$ cat src/rtl/zbt_sram_pkg.sv
// Shared widths, latencies and state type for the ZBT SSRAM controller.
package zbt_sram_pkg;

    localparam int unsigned SRAM_ADDR_W     = 18;
    localparam int unsigned SRAM_DATA_W     = 32;
    localparam int unsigned SRAM_MASK_W     = 4;
    localparam int unsigned SRAM_RD_LATENCY = 4;
    localparam int unsigned SRAM_WR_DELAY   = 2;

    typedef enum logic [1:0] {
        StInit,
        StRun,
        StSleep,
        StWake
    } sram_state_e;

    // Width of one down-counter shared by the init, wake and idle timers.
    function automatic int unsigned cnt_width(input int unsigned a, input int unsigned b,
                                              input int unsigned c);
        int unsigned m;
        m = a;
        if (b > m) m = b;
        if (c > m) m = c;
        return $clog2(m + 2);
    endfunction

endpackage

$ cat src/rtl/zbt_sram_pipe.sv
// Fixed-depth shift pipeline for request flags and write data; reset flushes every stage.
module zbt_sram_pipe #(
    parameter int unsigned DEPTH = 3,
    parameter int unsigned WIDTH = 34
) (
    input  logic             sram_clock,
    input  logic             reset,
    input  logic [WIDTH-1:0] din,
    output logic [WIDTH-1:0] dout
);

    logic [WIDTH-1:0] stage_q [DEPTH];

    always_ff @(posedge sram_clock) begin
        if (reset) begin
            for (int i = 0; i < int'(DEPTH); i++) stage_q[i] <= '0;
        end else begin
            stage_q[0] <= din;
            for (int i = 1; i < int'(DEPTH); i++) stage_q[i] <= stage_q[i-1];
        end
    end

    assign dout = stage_q[DEPTH-1];

endmodule

$ cat src/rtl/zbt_sram_ctrl.sv
// Responder for single-word SRAM requests driving a pipelined ZBT SSRAM.
// Define SRAM_ZZ_EN to add idle ZZ sleep with wake-on-request.
module zbt_sram_ctrl
    import zbt_sram_pkg::*;
#(
    parameter int unsigned INIT_CYCLES = 16,
    parameter int unsigned IDLE_SLEEP  = 256,
    parameter int unsigned WAKE_CYCLES = 8
) (
    input  logic                   sram_clock,
    input  logic                   reset,
    input  logic                   sram_addr_valid,
    output logic                   sram_ready,
    input  logic [SRAM_ADDR_W-1:0] sram_addr,
    input  logic [SRAM_DATA_W-1:0] sram_data_in,
    input  logic [SRAM_MASK_W-1:0] sram_write_mask,
    output logic [SRAM_DATA_W-1:0] sram_data_out,
    output logic                   sram_data_out_valid,
    output logic [SRAM_ADDR_W-1:0] ram_addr,
    output logic                   ram_ce_n,
    output logic                   ram_we_n,
    output logic [SRAM_MASK_W-1:0] ram_bw_n,
    output logic [SRAM_DATA_W-1:0] ram_dq_o,
    output logic                   ram_dq_oe,
    input  logic [SRAM_DATA_W-1:0] ram_dq_i,
    output logic                   ram_zz
);

    localparam int unsigned CntW  = cnt_width(INIT_CYCLES, IDLE_SLEEP, WAKE_CYCLES);
    localparam int unsigned PipeW = SRAM_DATA_W + 2;

    sram_state_e     state_q;
    logic [CntW-1:0] cnt_q;
    logic            ready_q;
    logic            accept;
    logic            is_write;
    logic            rd_flag;
    logic [PipeW-1:0] pipe_out;

    assign accept   = sram_addr_valid && ready_q;
    assign is_write = |sram_write_mask;

`ifdef SRAM_ZZ_EN
    logic                       zz_q;
    logic [CntW-1:0]            idle_q;
    logic [SRAM_RD_LATENCY-1:0] inflight_q;

    // Tracks accepts still travelling towards the read return strobe.
    always_ff @(posedge sram_clock) begin
        if (reset) inflight_q <= '0;
        else       inflight_q <= {inflight_q[SRAM_RD_LATENCY-2:0], accept};
    end

    assign ram_zz = zz_q;
`else
    assign ram_zz = 1'b0;
`endif

    always_ff @(posedge sram_clock) begin
        if (reset) begin
            state_q <= StInit;
            cnt_q   <= CntW'(INIT_CYCLES);
            ready_q <= 1'b0;
`ifdef SRAM_ZZ_EN
            zz_q    <= 1'b0;
            idle_q  <= '0;
`endif
        end else begin
            case (state_q)
                StInit: begin
                    if (cnt_q <= CntW'(1)) begin
                        state_q <= StRun;
                        ready_q <= 1'b1;
                    end else begin
                        cnt_q <= cnt_q - CntW'(1);
                    end
                end
`ifdef SRAM_ZZ_EN
                StRun: begin
                    if (accept || inflight_q != '0) begin
                        idle_q <= '0;
                    end else if (idle_q >= CntW'(IDLE_SLEEP - 1)) begin
                        state_q <= StSleep;
                        ready_q <= 1'b0;
                        zz_q    <= 1'b1;
                        idle_q  <= '0;
                    end else begin
                        idle_q <= idle_q + CntW'(1);
                    end
                end
                StSleep: begin
                    if (sram_addr_valid) begin
                        state_q <= StWake;
                        zz_q    <= 1'b0;
                        cnt_q   <= CntW'(WAKE_CYCLES);
                    end
                end
                StWake: begin
                    if (cnt_q <= CntW'(1)) begin
                        state_q <= StRun;
                        ready_q <= 1'b1;
                    end else begin
                        cnt_q <= cnt_q - CntW'(1);
                    end
                end
`else
                StRun: begin
                end
`endif
                default: begin
                    state_q <= StInit;
                    cnt_q   <= CntW'(INIT_CYCLES);
                    ready_q <= 1'b0;
                end
            endcase
        end
    end

    assign sram_ready = ready_q;

    // Address/control pins: registered at the accept edge, idle otherwise.
    always_ff @(posedge sram_clock) begin
        if (reset) begin
            ram_addr <= '0;
            ram_ce_n <= 1'b1;
            ram_we_n <= 1'b1;
            ram_bw_n <= '1;
        end else begin
            ram_ce_n <= ~accept;
            ram_we_n <= ~(accept && is_write);
            ram_bw_n <= accept ? ~sram_write_mask : '1;
            if (accept) ram_addr <= sram_addr;
        end
    end

    // First stage lines up with the address pins; last stage is the SSRAM data cycle.
    zbt_sram_pipe #(
        .DEPTH(SRAM_WR_DELAY + 1),
        .WIDTH(PipeW)
    ) u_pipe (
        .sram_clock(sram_clock),
        .reset     (reset),
        .din       ({accept && !is_write, accept && is_write, sram_data_in}),
        .dout      (pipe_out)
    );

    assign rd_flag   = pipe_out[SRAM_DATA_W+1];
    assign ram_dq_oe = pipe_out[SRAM_DATA_W];
    assign ram_dq_o  = pipe_out[SRAM_DATA_W-1:0];

    always_ff @(posedge sram_clock) begin
        if (reset) begin
            sram_data_out       <= '0;
            sram_data_out_valid <= 1'b0;
        end else begin
            sram_data_out_valid <= rd_flag;
            if (rd_flag) sram_data_out <= ram_dq_i;
        end
    end

endmodule

$ cat config.mk
export PLATFORM = sky130hd
export DESIGN_NAME = zbt_sram_ctrl
export DESIGN_NICKNAME = d
export VERILOG_FILES = /design/src/rtl/zbt_sram_pkg.sv /design/src/rtl/zbt_sram_pipe.sv /design/src/rtl/zbt_sram_ctrl.sv
export SDC_FILE = /design/constraint.sdc
export NUM_CORES = 1
export LEC_CHECK = 0
export CORE_MARGIN = 10
export CORE_UTILIZATION = 33
export CTS_CLUSTER_DIAMETER = 100
export DETAILED_ROUTE_END_ITERATION = 7
export DONT_BUFFER_PORTS = 1
export GPL_TIMING_DRIVEN = 1
export PLACE_DENSITY = 0.43
export SYNTH_ARGS = -nofsm -noshare
export SYNTH_HDL_FRONTEND = slang
export SYNTH_SLANG_ARGS = --single-unit
$ cat constraint.sdc
create_clock -name sram_clock -period 5.3 [get_ports sram_clock]
set_clock_uncertainty 0.05 [all_clocks]
set_input_delay 0.265 -clock sram_clock [delete_from_list [all_inputs] [get_ports sram_clock]]
set_output_delay 0.265 -clock sram_clock [all_outputs]
set_load 0.01 [all_outputs]
==> results.ini, run 1 <==
[synth]
syn_inst = 476
synth_fa_ha_area_frac = 0.004657
synth.distinct_cells = 40
synth_commonest_cells = dfxtp_1 (169), nor2b_1 (103), nor2_1 (42)
synthMuxAreaShare = 0.06589
synth_nets = 567
synth_area_leader_cell = dfxtp_1
synthSimpleGateAreaFrac = 0.1735
synth_xor_xnor_area_share = 0
synth.top_cell.area_share = 0.6296
seq_area_frac_synth = 0.6296
ys_top_cells_by_area = dfxtp_1 (63%), nor2b_1 (12%), mux2i_1 (6.0%)
synth_top_family_by_area = simple AND/OR/NAND/NOR gates
synth_compound_area_frac = 0.05565
async_flop_share = 0
syn_area_mm2 = 0.005374
synth_edf_count = 0
yosys_register_bits = 169
syn_avg_cell_area_um2 = 11.29
yosys.cell_count.top_type = dfxtp_1
yosysWarnings = 0
ys.flop_type = dfxtp_1

[floorplanning]
die_x_um = 147.6
start_util = 0.3371
core_mm2 = 0.01594
row_count = 46
ios = 181
fp.dieH_um = 147.6
die_area_mm2 = 0.02179

[run]
maxCapViolCount = 0

[timing]
hold_slack_ns = 0.02114
hold_violations = 0
rsz0062_at_grt = false
slew_headroom = 0.3048
setup-tns-final_ns = 0
drv_slew = 0
worst_slew_pin_slew_ns = 1.043
max_freq_ghz = 0.4804
fin_crit_ns = 2.082
timing.final.crit_share = 0.3928
setup_viol = 0

[cells_and_area]
multi_input_area_mm2 = 0.001614
diodes = 0
final-seq-area_mm2 = 0.003385
drive_gt1_frac = 0.07449
area_growth_pct = 26.89
fill_cells = 1497
final_nets = 615

[clocking]
cts_tree = yes
hold_buffers = 87
cts_setup_buffers = 0
cts_resized = 0
clock-root-buffer = clkbuf_16
htree_num_levels = 4
cts_buffer_depth = 2
numCtsBuffers = 17
path_clk_slew_ns = 0.07
clock_sinks = 169
clkLatencyLatePin_ns = 0.41

[setup_path]
path_class = reg -> reg
r2r_start = u_pipe.stage_q[0][101]
reg2reg_depth = 3
slowest_stage = dfxtp_2
cp-start-kind = register
path_max_fanout = 33
r2r-end = sram_data_out[4]
critical_path_arrival_ns = 2.34
worstPathRequired_ns = 5.55
r2r_slack_ns = 3.22
worstPathCellList = mux2i_1 -> nor2_1 -> dlygate4sd3_1
critPathMaxStageDelay_ns = 1.01
cp-end-kind = register

[power]
pwr_density_cell_mw_per_mm2 = 435.5
ir_drop_uv = 203.5
p_leak_nw = 2.597

[run_status]
status = finished, final reports clean

[place]
dp.final_hpwl_um = 7714
portBuffers = 0
globalplace.congestion = 0.7023

[global_routing]
grt-ovfl-total = 0
grt_start_max_net_pins = 139
grt_pass1_vias = 3482
grt_pass1_wl_um = 19020
grt_antenna_before_repair = 0
grt.total_usage = 0.1107

[drt]
vias = 3225
wl_um = 11890
postRouteAntennaNets = 0
drc = 0
wire_per_inst_um = 15.79
drt-pass1-iter-count = 4
viasPerCell = 4.283
drt_iter0_drc = 115

[worst_hold_path]
hold_path.class = in -> reg
min_path_cells = 2
whs_endpoint = u_pipe.stage_q[0][33]
min-delay-start = sram_write_mask[0]

-- power breakdown --
part / switching [mW] / total (mW) / internal (mW)
Sequential: 0.0653 / 1.40 / 1.34
Combinational: 0.128 / 0.275 / 0.148
Clock: 0.499 / 1.29 / 0.793
-- worst max-delay path by stage --
stage	from	to
after detailed placement	sram_ready	cnt_q[5]
after global routing	u_pipe.stage_q[0][101]	sram_data_out[4]
after global placement	sram_ready	cnt_q[5]
after CTS	u_pipe.stage_q[0][101]	sram_data_out[4]
final	u_pipe.stage_q[0][101]	sram_data_out[4]
after floorplan	sram_ready	cnt_q[5]
-- final cells by class --
class | count | share of cell area
clock buffer | 22 | 0.06954
clock inverter | 10 | 0.02312
inverter | 6 | 0.003303
multi-input combinational | 242 | 0.2367
sequential | 169 | 0.4963
tap | 216 | 0.03963
timing repair buffer | 88 | 0.1314
-- per-stage QoR --
step	area [um2]	power, mW	instances	setup slack (ns)	util
after global routing	6819	3.114	753	3.102	0.4277
after CTS	6819	3.015	753	3.211	0.4277
after global placement	5299	1.630	634	3.411	0.3324
after detailed placement	5299	1.636	634	3.395	0.3324
after floorplan	5374	1.614	476	3.459	-
final	6819	2.970	753	3.218	0.4277
-- registers in the layout, indices dropped and copies added, names as in the netlist --
signal               cells
u_pipe.stage_q         102
sram_data_out           32
ram_addr                18
cnt_q                    9
ram_bw_n                 4
ram_ce_n                 1
ram_we_n                 1
sram_data_out_valid      1
sram_ready               1
-- kinds of logic after synthesis --
group / Yosys count
other: 1
adder cells (fa/ha/maj): 2
multiplexers: 35
flip-flops: 169
buffers and inverters: 65
AND/OR/NAND/NOR: 166
AO/OA/AOI/OAI: 38
-- per-layer routing --
layer	up-vias	wire length, um	track usage
met4	0	174	0.05154
met5	-	0	0
met1	1464	5053	0.1235
li1	1610	-	-
met3	12	1273	0.06410
met2	139	5392	0.1670
-- layout by cell type, fill, tap and decap left out, drive strengths merged, types with 2 or more instances in the layout --
master / synthesis / layout
inv: 6 / 10
dfxtp: 169 / 169
clkbuf: 19 / 22
or3: 2 / 2
dlygate4sd3: 0 / 86
a21oi: 6 / 6
ha: 2 / 2
nor2: 42 / 42
or4b: 2 / 2
mux2: 3 / 3
nor2b: 103 / 103
bufinv: 0 / 3
a22o: 18 / 18
mux2i: 32 / 32
nand2: 7 / 7
clkinv: 0 / 2
buf: 40 / 2
o31ai: 2 / 2
or4: 3 / 3
-- worst max-delay path, delay by kind of cell, from the launching register on --
family / cells / cell delay (ns)
multiplexers: 1 / 0.26
AND/OR/NAND/NOR: 1 / 0.05
buffers and inverters: 1 / 0.57
flip-flops: 1 / 1.01
Power figures use the tool's default switching activity.
==> run 2: changes to the inputs <==
==> constraint.sdc (replaced) <==
create_clock -name sram_clock -period 2 [get_ports sram_clock]
set_clock_uncertainty 0.05 [all_clocks]
set_input_delay 0.1 -clock sram_clock [delete_from_list [all_inputs] [get_ports sram_clock]]
set_output_delay 0.1 -clock sram_clock [all_outputs]
set_load 0.01 [all_outputs]
==> results.ini, run 2 (synthesis gave the netlist of run 1 again) <==
[drt]
highest_layer = met4
routedLengthMet1_um = 4891  ; -3.2%
viasPerCell = 4.317  ; +0.79%
wl_um = 12150  ; +2.2%
postRouteAntennaNets = 0  ; unchanged
wire_per_inst_um = 15.70  ; -0.58%
drt_iter0_drc = 84  ; -27%
vias = 3341  ; +3.6%
dr_wl_met3_um = 1360  ; +6.8%
met2_length_um = 5738  ; +6.4%
drc = 0  ; unchanged
drt-pass1-iter-count = 4  ; unchanged

[run]
maxCapViolCount = 0  ; unchanged

[worst_hold_path]
min_path_cells = 2  ; unchanged
whs_endpoint = u_pipe.stage_q[0][63]
min-delay-start = reset
hold_path.class = in -> reg

[cells_and_area]
final_util = 0.4407  ; +0.01303
fill_cells = 1510  ; +0.87%
final_cell_mix = dfxtp_1 (168), nor2b_1 (103), dlygate4sd3_1 (103), nor2_1 (42), mux2i_1 (32)
layout_commonest_cell = dfxtp_1
final_nets = 636  ; +3.4%
largest_reg_flops = 102  ; unchanged
top_register = u_pipe.stage_q
reg_top3 = u_pipe.stage_q x102, sram_data_out x32, ram_addr x18
drive_gt1_frac = 0.08244  ; +0.007949
finalInstanceArea_mm2 = 0.007027  ; +3.0%
fin_cells = 774  ; +2.8%
area_growth_pct = 30.76
diodes = 0  ; unchanged

[floorplanning]
row_count = 46  ; unchanged
start_util = 0.3371  ; unchanged
core_mm2 = 0.01594  ; unchanged
fp.dieH_um = 147.6  ; unchanged
die_area_mm2 = 0.02179  ; unchanged
ios = 181  ; unchanged
die_x_um = 147.6  ; unchanged

[power]
p_switching_mw = 1.925  ; +180%
p_comb_frac = 0.093  ; about the same
p_seq_frac = 0.467  ; -0.005
p_leak_nw = 2.815  ; +8.4%
pwr_density_cell_mw_per_mm2 = 1126  ; +160%
ir_drop_uv = 613.4  ; +200%
swShare = 0.2432  ; +0.01035
power.total_mw = 7.915  ; +170%
clkPwrFrac = 0.440  ; +0.005
internal_power_mw = 5.990  ; +160%

[timing]
setup-tns-final_ns = 0  ; unchanged
hold_violations = 0  ; unchanged
fin_crit_ns = 1.871  ; -0.2109 ns
slew_headroom = 0.6213  ; +0.3165
max_freq_ghz = 0.5345  ; +11%
worst_slew_pin_slew_ns = 0.5681  ; -0.4747 ns
timing.final.crit_share = 0.9354  ; +0.5426
hold_slack_ns = 0.03374  ; +0.01260 ns
rsz0062_at_grt = false
finalWorstSetupSlack_ns = 0.1292  ; -3.089 ns
drv_slew = 0  ; unchanged
setup_viol = 0  ; unchanged

[setup_path]
r2r_slack_ns = 0.13  ; -3.09 ns
path_class = reg -> reg
path_max_fanout = 33  ; unchanged
worstPathRequired_ns = 2.27  ; -3.28 ns
critical_path_arrival_ns = 2.14  ; -0.20 ns
r2r_start = u_pipe.stage_q[0][101]
r2r-end = sram_data_out[1]
reg2reg_depth = 4  ; +1
cp-start-kind = register
cp-end-kind = register

[global_routing]
grt_pass1_vias = 3640  ; +4.5%
grt_pass1_wl_um = 19540  ; +2.8%
grt.total_usage = 0.1139  ; +0.003226
grt_start_max_net_pins = 98  ; -29%
grt_antenna_before_repair = 0  ; unchanged
grt-ovfl-total = 0  ; unchanged

[clocking]
cts_tree = yes
clkLatencyLatePin_ns = 0.42  ; about the same
cts_buffer_depth = 2  ; unchanged
numCtsBuffers = 17  ; unchanged
clock-root-buffer = clkbuf_16
cts_resized = 0  ; unchanged
path_clk_slew_ns = 0.07  ; about the same
htree_num_levels = 4  ; unchanged
clock_sinks = 169  ; unchanged

[place]
portBuffers = 0  ; unchanged
placed_area_mm2 = 0.005329  ; +0.57%
post-place-cells = 638  ; +0.63%
globalplace.congestion = 0.7151  ; +1.8%
place_ws_ns = 0.1372  ; -3.258 ns

[run_status]
status = finished, final reports clean

-- run 2: worst max path at each step --
| stage | slack (ns) | end | start | cells after the start |
|---|---|---|---|---|
| floorplan | 0.16 | cnt_q[5] | sram_ready | 5 |
| global placement | 0.16 | cnt_q[6] | cnt_q[0] | 5 |
| detailed placement | 0.14 | cnt_q[6] | cnt_q[0] | 5 |
| CTS | 0.13 | cnt_q[6] | cnt_q[0] | 5 |
| global route | 0.003 | sram_data_out[1] | u_pipe.stage_q[0][101] | 4 |
| finish | 0.13 | sram_data_out[1] | u_pipe.stage_q[0][101] | 4 |
-- run 2: critical path, stage by stage, from the launching register on --
cell and delay, ns:
dfxtp_2 0.31, buf_4 0.46, mux2i_1 0.31, nor2_1 0.07, dlygate4sd3_1 0.55
-- run 2: layout make-up --
cell class | instances | area [um2] | share of cell area
clock buffer | 18 | 439.2 | 0.06250
tap | 216 | 270.3 | 0.03846
multi-input combinational | 242 | 1614 | 0.2297
timing repair buffer | 109 | 1096 | 0.1560
clock inverter | 14 | 200.2 | 0.02849
sequential | 169 | 3385 | 0.4817
inverter | 6 | 22.52 | 0.003205
-- run 2: metal layers --
| metal | GRT usage | vias to the layer above |
|---|---|---|
| met5 | 0 | - |
| met4 | 0.04906 | 0 |
| met3 | 0.06654 | 12 |
| met2 | 0.1799 | 131 |
| met1 | 0.1216 | 1545 |
| li1 | - | 1653 |
-- run 2: power by group through the flow --
stage	clock, mW	sequential [mW]	combinational [mW]
final	3.49	3.69	0.736
after global routing	3.74	3.72	0.830
after CTS	3.60	3.70	0.741
after detailed placement	0	3.77	0.596
after global placement	0	3.77	0.572
after floorplan	0	3.72	0.555
-- run 2: what timing repair did --
action,in CTS,in global routing
hold endpoints to repair,168,0
endpoints found under the setup margin,0,0
setup buffers,0,0
hold buffers,104,0
